[config.mk]
export PLATFORM = sky130hd
export DESIGN_NAME = fetch_ifid_stage
export DESIGN_NICKNAME = d
export VERILOG_FILES = /design/src/rtl/fetch_ifid_stage.sv
export SDC_FILE = /design/constraint.sdc
export NUM_CORES = 1
export LEC_CHECK = 0
export BUFFER_PORTS_ARGS = -buffer_cell sky130_fd_sc_hd__buf_4
export CORE_MARGIN = 1
export CORE_UTILIZATION = 35
export DETAILED_ROUTE_END_ITERATION = 12
export PLACE_DENSITY = 0.56
export SYNTH_ARGS = -nofsm -noshare
export SYNTH_HDL_FRONTEND = slang
export SYNTH_SLANG_ARGS = --single-unit
[constraint.sdc]
create_clock -name clk -period 3.6 [get_ports clk]
set_input_delay 0.36 -clock clk [delete_from_list [all_inputs] [get_ports clk]]
set_output_delay 0.36 -clock clk [all_outputs]
set_load 0.05 [all_outputs]
[src/rtl/fetch_ifid_stage.sv]
// Instruction-fetch stage: PC, instruction-memory address and IF/ID register.
// Halt FSM freezes the stage until reset; saturating stall counter for debug.
module fetch_ifid_stage #(
    parameter int                 ADDR_W   = 16,
    parameter int                 INSTR_W  = 16,
    parameter int                 PC_INC   = 2,
    parameter logic [ADDR_W-1:0]  RESET_PC = '0,
    parameter logic [INSTR_W-1:0] NOP      = '0,
    parameter int                 CNT_W    = 8
) (
    input  logic               clk,
    input  logic               rst_n,
    input  logic               pc_write,
    input  logic               ifid_write,
    input  logic               halt,
    input  logic               branch_taken,
    input  logic [ADDR_W-1:0]  branch_target,
    output logic [ADDR_W-1:0]  imem_addr,
    input  logic [INSTR_W-1:0] imem_rdata,
    output logic [INSTR_W-1:0] ifid_instr,
    output logic [ADDR_W-1:0]  ifid_pc,
    output logic               ifid_valid,
    output logic               halted,
    output logic [CNT_W-1:0]   stall_cnt
);

    typedef enum logic {
        RUN,
        HALTED
    } state_t;

    state_t            state;
    logic [ADDR_W-1:0] pc;
    logic [ADDR_W-1:0] pc_seq;

    assign pc_seq    = pc + ADDR_W'(PC_INC);
    assign imem_addr = pc;

    always_ff @(posedge clk or negedge rst_n) begin
        if (!rst_n) begin
            state      <= RUN;
            pc         <= RESET_PC;
            ifid_instr <= NOP;
            ifid_pc    <= '0;
            ifid_valid <= 1'b0;
            halted     <= 1'b0;
            stall_cnt  <= '0;
        end else begin
            case (state)
                RUN: begin
                    // Counts every stalled RUN cycle, even when a redirect wins
                    if (!pc_write && stall_cnt != {CNT_W{1'b1}})
                        stall_cnt <= stall_cnt + CNT_W'(1);
                    if (halt) begin
                        ifid_instr <= NOP;
                        ifid_valid <= 1'b0;
                        halted     <= 1'b1;
                        state      <= HALTED;
                    end else if (branch_taken) begin
                        pc         <= branch_target;
                        ifid_instr <= NOP;
                        ifid_valid <= 1'b0;
                    end else begin
                        if (pc_write)
                            pc <= pc_seq;
                        if (ifid_write) begin
                            ifid_instr <= imem_rdata;
                            ifid_pc    <= pc_seq;
                            ifid_valid <= 1'b1;
                        end
                    end
                end
                HALTED: begin
                    halted <= 1'b1;
                end
                default: begin
                    state <= RUN;
                end
            endcase
        end
    end

endmodule

==> results.tsv, run 1 <==
stage	metric	value	unit
synth	#FFs+latches synth	59	
clocking	CTS resizes	0	
clocking	Inserted Clock Buffers	9	
timing	final hold vios	0	
layout	n_diodes	0	
synth	post-synthesis sequential area ratio	0.5280	
worst_setup_path	Worst Path Class, Setup	register to register	
synth	Yosys Warn Count	0	
worst_setup_path	top fanout value on the critical path	11	
placement	post-DP HPWL	4.705	mm
drt	first-iteration detailed-routing DRC count	148	
worst_setup_path	crit path DAT	2.19	ns
drt	Vias/cell	4.991	
drt	Antenna Nets Post-Route	0	
run	maxcap violations	0	
layout	share of cells above drive strength 1	0.3333	
power	Logic pwr share	0.181	
timing	worst rel slew slack	0.4903	
timing	Setup Skew	0.006690	ns
power	Peak VDD IR	0.2406	mV
global_route	total grt overflow	0	
synth	share of the synthesized area in the top cell type	0.5280	
clocking	CTS tree	built	
clocking	clock transition at the registers of the reported paths	0.07	ns
power	total power	1.713	mW
timing	slew at the pin closest to its max-slew limit	0.7645	ns
clocking	clk_lat worst skew	0.33	ns
synth	top cells by area, synth	dfrtp_1 53%, a22o_1 5.0%, a21oi_1 3.9%, nor2_1 3.9%, xnor2_1 3.4%	
timing	final setup violation count	0	
clocking	Root Buffer	clkbuf_8	
power	sw power	0.5021	mW
placement	post-placement cell area	3546	um^2
timing	minimum clock period	1.973	ns
synth	count leader, synth	dfrtp_1	
placement	cell count after placement	450	
die	Horiz. Die Dim	91.39	um
synth	top cells by count, synth	59 x dfrtp_1, 29 x nor2_1, 22 x a21oi_1, 16 x a22o_1, 14 x o21ai_0	
synth	Most used DFF post-synth	dfrtp_1	
die	Die Y	91.39	um
timing	Slew Limit Fails	0	
hold_path	worst hold path type	input pin to asynchronous set/reset pin	
layout	Post-Layout Inst Area	3761	um^2
worst_setup_path	RR Startpoint	imem_addr[1]	
drt	Post-route DRC	0	
worst_setup_path	CP required	3.82	ns
run_status	status	completed	
layout	fin nets	399	
timing	crit share post-route	0.5481	
die	Row Count	32	
clocking	post-CTS setup buffer count	0	
synth	synthesized area per cell	10.21	um^2
layout	Non-Filler Instances	465	
synth	Mapped Area	2796	um^2
worst_setup_path	critical path capture point type	register	
timing	RSZ-0062 raised after global routing	false	
drt	average wire per standard cell	14.72	um
global_route	vias in the first global route	2197	
worst_setup_path	crit path from	imem_addr[1]	
synth	post-synthesis cell count	274	
power	Power Density	455.4	nW/um^2
global_route	initial antenna violation count	0	
power	clock share of power	0.386	
die	Initial Util	0.3619	
global_route	total track usage	0.1757	
layout	Layout fillers	733	
power	leak pwr	1.766	nW
power	Sequential Power Share	0.433	
placement	gpl congestion	0.7569	
synth	Synth async-reset ratio	1.000	
die	IO Count	96	
clocking	cts hold-fix bufs	0	
global_route	largest net degree at the start of global routing	60	
timing	TNS Setup	0	ns
clocking	CTS H-tree depth	3	
layout	synthesis-to-layout area growth	34.50	%
synth	synth unique cells	37	
clocking	TritonCTS Sinks	59	
synth	post-synth top area cell	dfrtp_1	
timing	highest clock rate	0.5068	GHz
placement	Port Buf Inserts	95	
drt	First-pass DRT Iterations	4	
power	Internal Pwr Total	1.211	mW
die	area of the core	7727	um^2
die	Die Area	8351	um^2
synth	EDFF count, synth	0	
worst_setup_path	Startpoint Class	register	
drt	total wire length	6.846	mm
synth	Synth Net Count	314	
drt	Vias	2321	
global_route	global-route wire length before repair	11.33	mm
power	sw frac	0.2931	
clocking	clk buf depth	2	
## cell usage in the layout (no fill, tap or decap), types with 2 or more instances in the layout
cell type / instances
a21oi_1: 22
a22o_1: 16
a22oi_1: 6
a31oi_1: 2
and3_1: 2
and4_1: 3
buf_4: 97
bufinv_16: 2
clkbuf_8: 10
clkinv_2: 2
dfrtp_1: 59
ha_1: 2
inv_1: 3
mux2_2: 5
mux2i_1: 6
nand2_1: 12
nand3_1: 9
nand4_1: 8
nor2_1: 29
nor2b_1: 4
nor3_1: 9
nor3b_1: 2
nor4_1: 5
o21ai_0: 13
o2bb2ai_1: 3
or2_2: 2
or3_1: 2
xnor2_1: 11
xor2_1: 7
## logic make-up (layout without fill, tap and decap cells)
kind of cell / count (synthesis) / in the layout / synth area share
mux: 11 / 11 / 0.04161
buf+inv: 26 / 115 / 0.04385
flops: 59 / 59 / 0.5280
xor+xnor: 18 / 18 / 0.05638
simple gates: 92 / 92 / 0.1678
fa+ha+maj: 2 / 2 / 0.008947
compound gates: 66 / 66 / 0.1535
## stage by stage
stage	setup slack, ns	utilization	hold WS, ns
after floorplan	1.560	-	0.06441
after global placement	1.690	0.4589	0.4776
after detailed placement	1.643	0.4589	0.4612
after CTS	1.622	0.4867	0.1171
after global routing	1.401	0.4867	0.1502
final	1.627	0.4867	0.08864
## sequential cells by signal, summed over array words and instances, names as in the netlist
register / cells
ifid_instr: 16
ifid_pc: 16
imem_addr: 16
stall_cnt: 8
halted: 1
ifid_valid: 1
state: 1
## layout make-up
cell class,count,area [um^2],share of cell area
Clock buffer,10,137.6,0.03659
Clock inverter,5,77.57,0.02063
Inverter,3,11.26,0.002994
Multi-Input combinational cell,189,1202,0.3197
Sequential cell,59,1476,0.3925
Tap cell,102,127.6,0.03393
Timing Repair Buffer,97,728.2,0.1936
## worst paths after layout
| kind | end | slack [ns] | cells after the start |
|---|---|---|---|
| hold / removal | ifid_valid | 0.09 | 1 |
| setup / recovery | imem_addr[11] | 1.63 | 5 |
| max in group asynchronous | stall_cnt[7] | 2.99 | 1 |
| min in group clk | ifid_instr[9] | 0.24 | 2 |
| setup reg to reg | imem_addr[11] | 1.63 | 5 |
| hold reg to reg | halted | 0.48 | 1 |
## layer usage
layer | part of all wire | vias up | GRT usage
li1 | - | 1153 | -
met3 | 0.060 | 8 | 0.05863
met5 | 0 | - | 0
met2 | 0.44 | 79 | 0.2569
met1 | 0.49 | 1081 | 0.2475
met4 | 0.011 | 0 | 0.04762
## power groups by stage
stage	clock, mW	combinational [mW]	sequential [mW]
finish	0.660	0.311	0.742
global route	0.703	0.330	0.748
CTS	0.683	0.314	0.742
detailed placement	0	0.313	0.754
global placement	0	0.313	0.752
floorplan	0	0.0743	0.869
## critical path, stage by stage (launching register included)
cell and delay [ns]:
dfrtp_1 0.48, ha_1 0.29, nand3_1 0.37, nor3_1 0.42, mux2i_1 0.23, nand2_1 0.07
No activity file was read; power rests on OpenSTA's default activity.
==> inputs of run 2 (changes only) <==
- ABC_AREA: default -> 1
- clock period: 3.6 -> 2 ns (I/O delays scaled with it)
==> run 2 against run 1 <==
Net effect:
- register-to-register slack worse by 1.3 ns
- sequential cell count unchanged
- sequential power increased by 87%
- design area up 3.7%
- area after synthesis up 5.2%
- critical path depth rose by 2
- worst hold slack got worse by 0.019 ns
- first-iteration DRC count decreased by 57%
- utilization decreased by 0.98 points
==> results.tsv, run 2 <==
stage	metric	value	unit	change
run_status	status	completed		unchanged
placement	post-DP HPWL	5.198	mm	was 4.705 mm
clocking	Root Buffer	clkbuf_8		unchanged
clocking	clk_lat worst skew	0.33	ns	about the same
power	Logic pwr share	0.255		was 0.181
layout	register area	1476	um^2	unchanged
drt	Vias/cell	4.646		was 4.991
die	Row Count	33		was 32
layout	Multi-input gate area	1282	um^2	was 1202 um^2
layout	Layout fillers	814		was 733
synth	top cells by count, synth	143 x nand2_1, 59 x dfrtp_1, 31 x nor2_1, 30 x o21ai_0, 21 x inv_1		was 59 x dfrtp_1, 29 x nor2_1, 22 x a21oi_1, 16 x a22o_1, 14 x o21ai_0
worst_setup_path	crit path from	stall_cnt[0]		was imem_addr[1]
timing	RSZ-0062 raised after global routing	false		unchanged
drt	first-iteration detailed-routing DRC count	63		was 148
layout	n_diodes	0		unchanged
layout	synthesis-to-layout area growth	32.54	%	was 34.50%
drt	Post-route DRC	0		unchanged
worst_setup_path	Worst Reg2Reg Path Length in Cells	7		was 5
worst_setup_path	crit path DAT	1.85	ns	was 2.19 ns
global_route	initial antenna violation count	0		unchanged
placement	Placement Setup Slack	0.2724	ns	was 1.643 ns
clocking	TritonCTS Sinks	59		unchanged
global_route	total grt overflow	0		unchanged
power	Power Density	810.9	nW/um^2	was 455.4 nW/um^2
worst_setup_path	CP cell instances	ha_1 > nand2_2 > nor3_4 > a21boi_2 > nand2_1 > nand2_1 > nand2_1		was ha_1 > nand3_1 > nor3_1 > mux2i_1 > nand2_1
die	Die Y	93.68	um	was 91.39 um
worst_setup_path	Worst Path Class, Setup	register to register		unchanged
drt	Antenna Nets Post-Route	0		unchanged
timing	fin worst setup slack	0.3705	ns	was 1.627 ns
worst_setup_path	slowest stage delay, CP	0.44	ns	was 0.48 ns
worst_setup_path	critical path capture point type	register		unchanged
clocking	Inserted Clock Buffers	9		unchanged
synth	synth unique cells	32		was 37
worst_setup_path	RR Startpoint	stall_cnt[0]		was imem_addr[1]
timing	Setup Skew	0.007915	ns	was 0.006690 ns
power	sw frac	0.3490		was 0.2931
clocking	post-CTS setup buffer count	0		unchanged
worst_setup_path	slowest stage cell, crit path	a21boi_2		was dfrtp_1
timing	final setup violation count	0		unchanged
synth	share of the synthesized area in the top cell type	0.5019		was 0.5280
die	IO Count	96		unchanged
clocking	CTS H-tree depth	3		unchanged
die	area of the core	8175	um^2	was 7727 um^2
placement	Port Buf Inserts	95		unchanged
synth	count leader, synth	nand2_1		was dfrtp_1
synth	post-synthesis sequential area ratio	0.5019		was 0.5280
timing	minimum clock period	1.630	ns	was 1.973 ns
global_route	total track usage	0.1809		was 0.1757
timing	slew at the pin closest to its max-slew limit	1.005	ns	was 0.7645 ns
synth	Mapped Area	2942	um^2	was 2796 um^2
drt	total wire length	7.263	mm	was 6.846 mm
worst_setup_path	most frequent CP cell	nand2_1		
run	maxcap violations	0		unchanged
die	Initial Util	0.3598		was 0.3619
global_route	vias in the first global route	2546		was 2197
placement	gpl congestion	0.7685		was 0.7569
power	leak pwr	2.069	nW	was 1.766 nW
layout	share of cells above drive strength 1	0.2793		was 0.3333
synth	Synth Net Count	408		was 314
timing	TNS Setup	0	ns	unchanged
clocking	CTS tree	built		unchanged
hold_path	worst hold path type	input pin to register		was input pin to asynchronous set/reset pin
synth	synthesized area per cell	7.993	um^2	was 10.21 um^2
timing	highest clock rate	0.6137	GHz	was 0.5068 GHz
clocking	clk buf depth	2		unchanged
synth	post-synth top area cell	dfrtp_1		unchanged
layout	leading cell types in the layout, fill and taps excluded	143 x nand2_1, 98 x buf_4, 59 x dfrtp_1		was 97 x buf_4, 59 x dfrtp_1, 29 x nor2_1
timing	final hold vios	0		unchanged
layout	fin nets	504		was 399
synth	top cells by area, synth	dfrtp_1 50%, nand2_1 18%, o21ai_0 5.1%, nor2_1 4.0%, nand3_1 2.9%		was dfrtp_1 53%, a22o_1 5.0%, a21oi_1 3.9%, nor2_1 3.9%, xnor2_1 3.4%
worst_setup_path	CP required	2.22	ns	was 3.82 ns
drt	First-pass DRT Iterations	4		unchanged
synth	#FFs+latches synth	59		unchanged
die	Die Area	8775	um^2	was 8351 um^2
timing	crit share post-route	0.8148		was 0.5481
worst_setup_path	top fanout value on the critical path	11		unchanged
hold_path	hold path start	imem_rdata[2]		
synth	Most used DFF post-synth	dfrtp_1		unchanged
worst_setup_path	Startpoint Class	register		unchanged
power	sw power	1.103	mW	was 0.5021 mW
timing	worst rel slew slack	0.3300		was 0.4903
synth	EDFF count, synth	0		unchanged
layout	Util after Layout	0.4769		was 0.4867
global_route	largest net degree at the start of global routing	60		unchanged
power	clock share of power	0.305		was 0.386
die	Horiz. Die Dim	93.68	um	was 91.39 um
global_route	global-route wire length before repair	12.13	mm	was 11.33 mm
layout	leading cell type in the layout, fill and taps excluded	nand2_1		was buf_4
worst_setup_path	FF-to-FF setup slack	0.37	ns	was 1.63 ns
drt	Vias	2667		was 2321
power	Internal Pwr Total	2.058	mW	was 1.211 mW
synth	post-synthesis cell count	368		was 274
synth	Yosys Warn Count	0		unchanged
power	total power	3.161	mW	was 1.713 mW
timing	Slew Limit Fails	0		unchanged
power	Sequential Power Share	0.440		was 0.433
clocking	clock transition at the registers of the reported paths	0.07	ns	about the same
synth	Synth async-reset ratio	1.000		unchanged
drt	average wire per standard cell	12.65	um	was 14.72 um
power	Peak VDD IR	0.2927	mV	was 0.2406 mV
hold_path	worst hold stages	3		
## run 2: cell types whose count changed after synthesis, sizes merged, moves of 5 or more
| cell | before | now |
|---|---|---|
| nand3 | 9 | 18 |
| o21ai | 14 | 40 |
| inv | 3 | 24 |
| clkbuf | 11 | 1 |
| mux2 | 5 | 0 |
| mux2i | 6 | 0 |
| nor2 | 29 | 38 |
| nor4 | 5 | 0 |
| nand2 | 12 | 144 |
| a22o | 16 | 0 |
| nor3 | 9 | 3 |
| xnor2 | 11 | 4 |
| a22oi | 6 | 0 |
| a21oi | 22 | 2 |
## run 2: final timing paths
| path | end |
|---|---|
| setup / recovery | stall_cnt[6] |
| hold / removal | ifid_instr[2] |
| setup reg to reg | stall_cnt[6] |
| hold reg to reg | ifid_pc[15] |
| max in group asynchronous | imem_addr[0] |
| min in group asynchronous | stall_cnt[2] |
## run 2: timing repair
action	CTS	global route
hold buffers	1	0
setup endpoints to repair	0	0
endpoints found under the hold margin	59	0
gates resized for setup	0	0
## run 2: critical path, delay by kind of cell (launching register included)
kind,cells,cell delay [ns]
AOI/OAI and AO/OA,1,0.44
adders and majority gates,1,0.24
and+or+nand+nor,5,0.43
DFF,1,0.41
## run 2: logic make-up (layout without fill, tap and decap cells)
family,after synthesis,count (layout),synth area share
flip-flops,59,59,0.5019
AND/OR/NAND/NOR,211,211,0.3058
adder cells (fa/ha/maj),2,2,0.008506
AO/OA/AOI/OAI,49,49,0.09485
XOR/XNOR,9,9,0.02680
buffers and inverters,38,139,0.06210
## run 2: cell type report
type | instances | area share
flip-flops and latches | 59 | 0.3787
multi-input cells | 271 | 0.3289
repair buffers | 99 | 0.1913
clock buffers | 14 | 0.04172
well taps | 105 | 0.03370
inverters | 24 | 0.02311
clock inverters | 2 | 0.002567
## run 2: metrics by stage
stage / hold slack (ns) / instances / instance area, um^2
after floorplan: -0.09559 / 368 / 2942
after global placement: 0.3361 / 557 / 3716
after detailed placement: 0.3314 / 557 / 3716
after CTS: 0.05806 / 574 / 3899
after global routing: 0.05800 / 574 / 3899
final: 0.06953 / 574 / 3899
## run 2: per-layer routing
metal  GRT usage  wire [um]  vias to the layer above
met2      0.2898       3364                       74
met4     0.07564        107                        0
li1            -          -                     1361
met5           0          0                        -
met1      0.2387       3403                     1221
met3     0.03560        387                       11
## run 2: power by group through the flow
| stage | combinational (mW) | clock, mW | sequential (mW) |
|---|---|---|---|
| after CTS | 0.815 | 0.995 | 1.39 |
| after global placement | 0.809 | 0 | 1.41 |
| after floorplan | 0.210 | 0 | 1.71 |
| final | 0.807 | 0.964 | 1.39 |
| after detailed placement | 0.812 | 0 | 1.41 |
| after global routing | 0.873 | 1.05 | 1.40 |
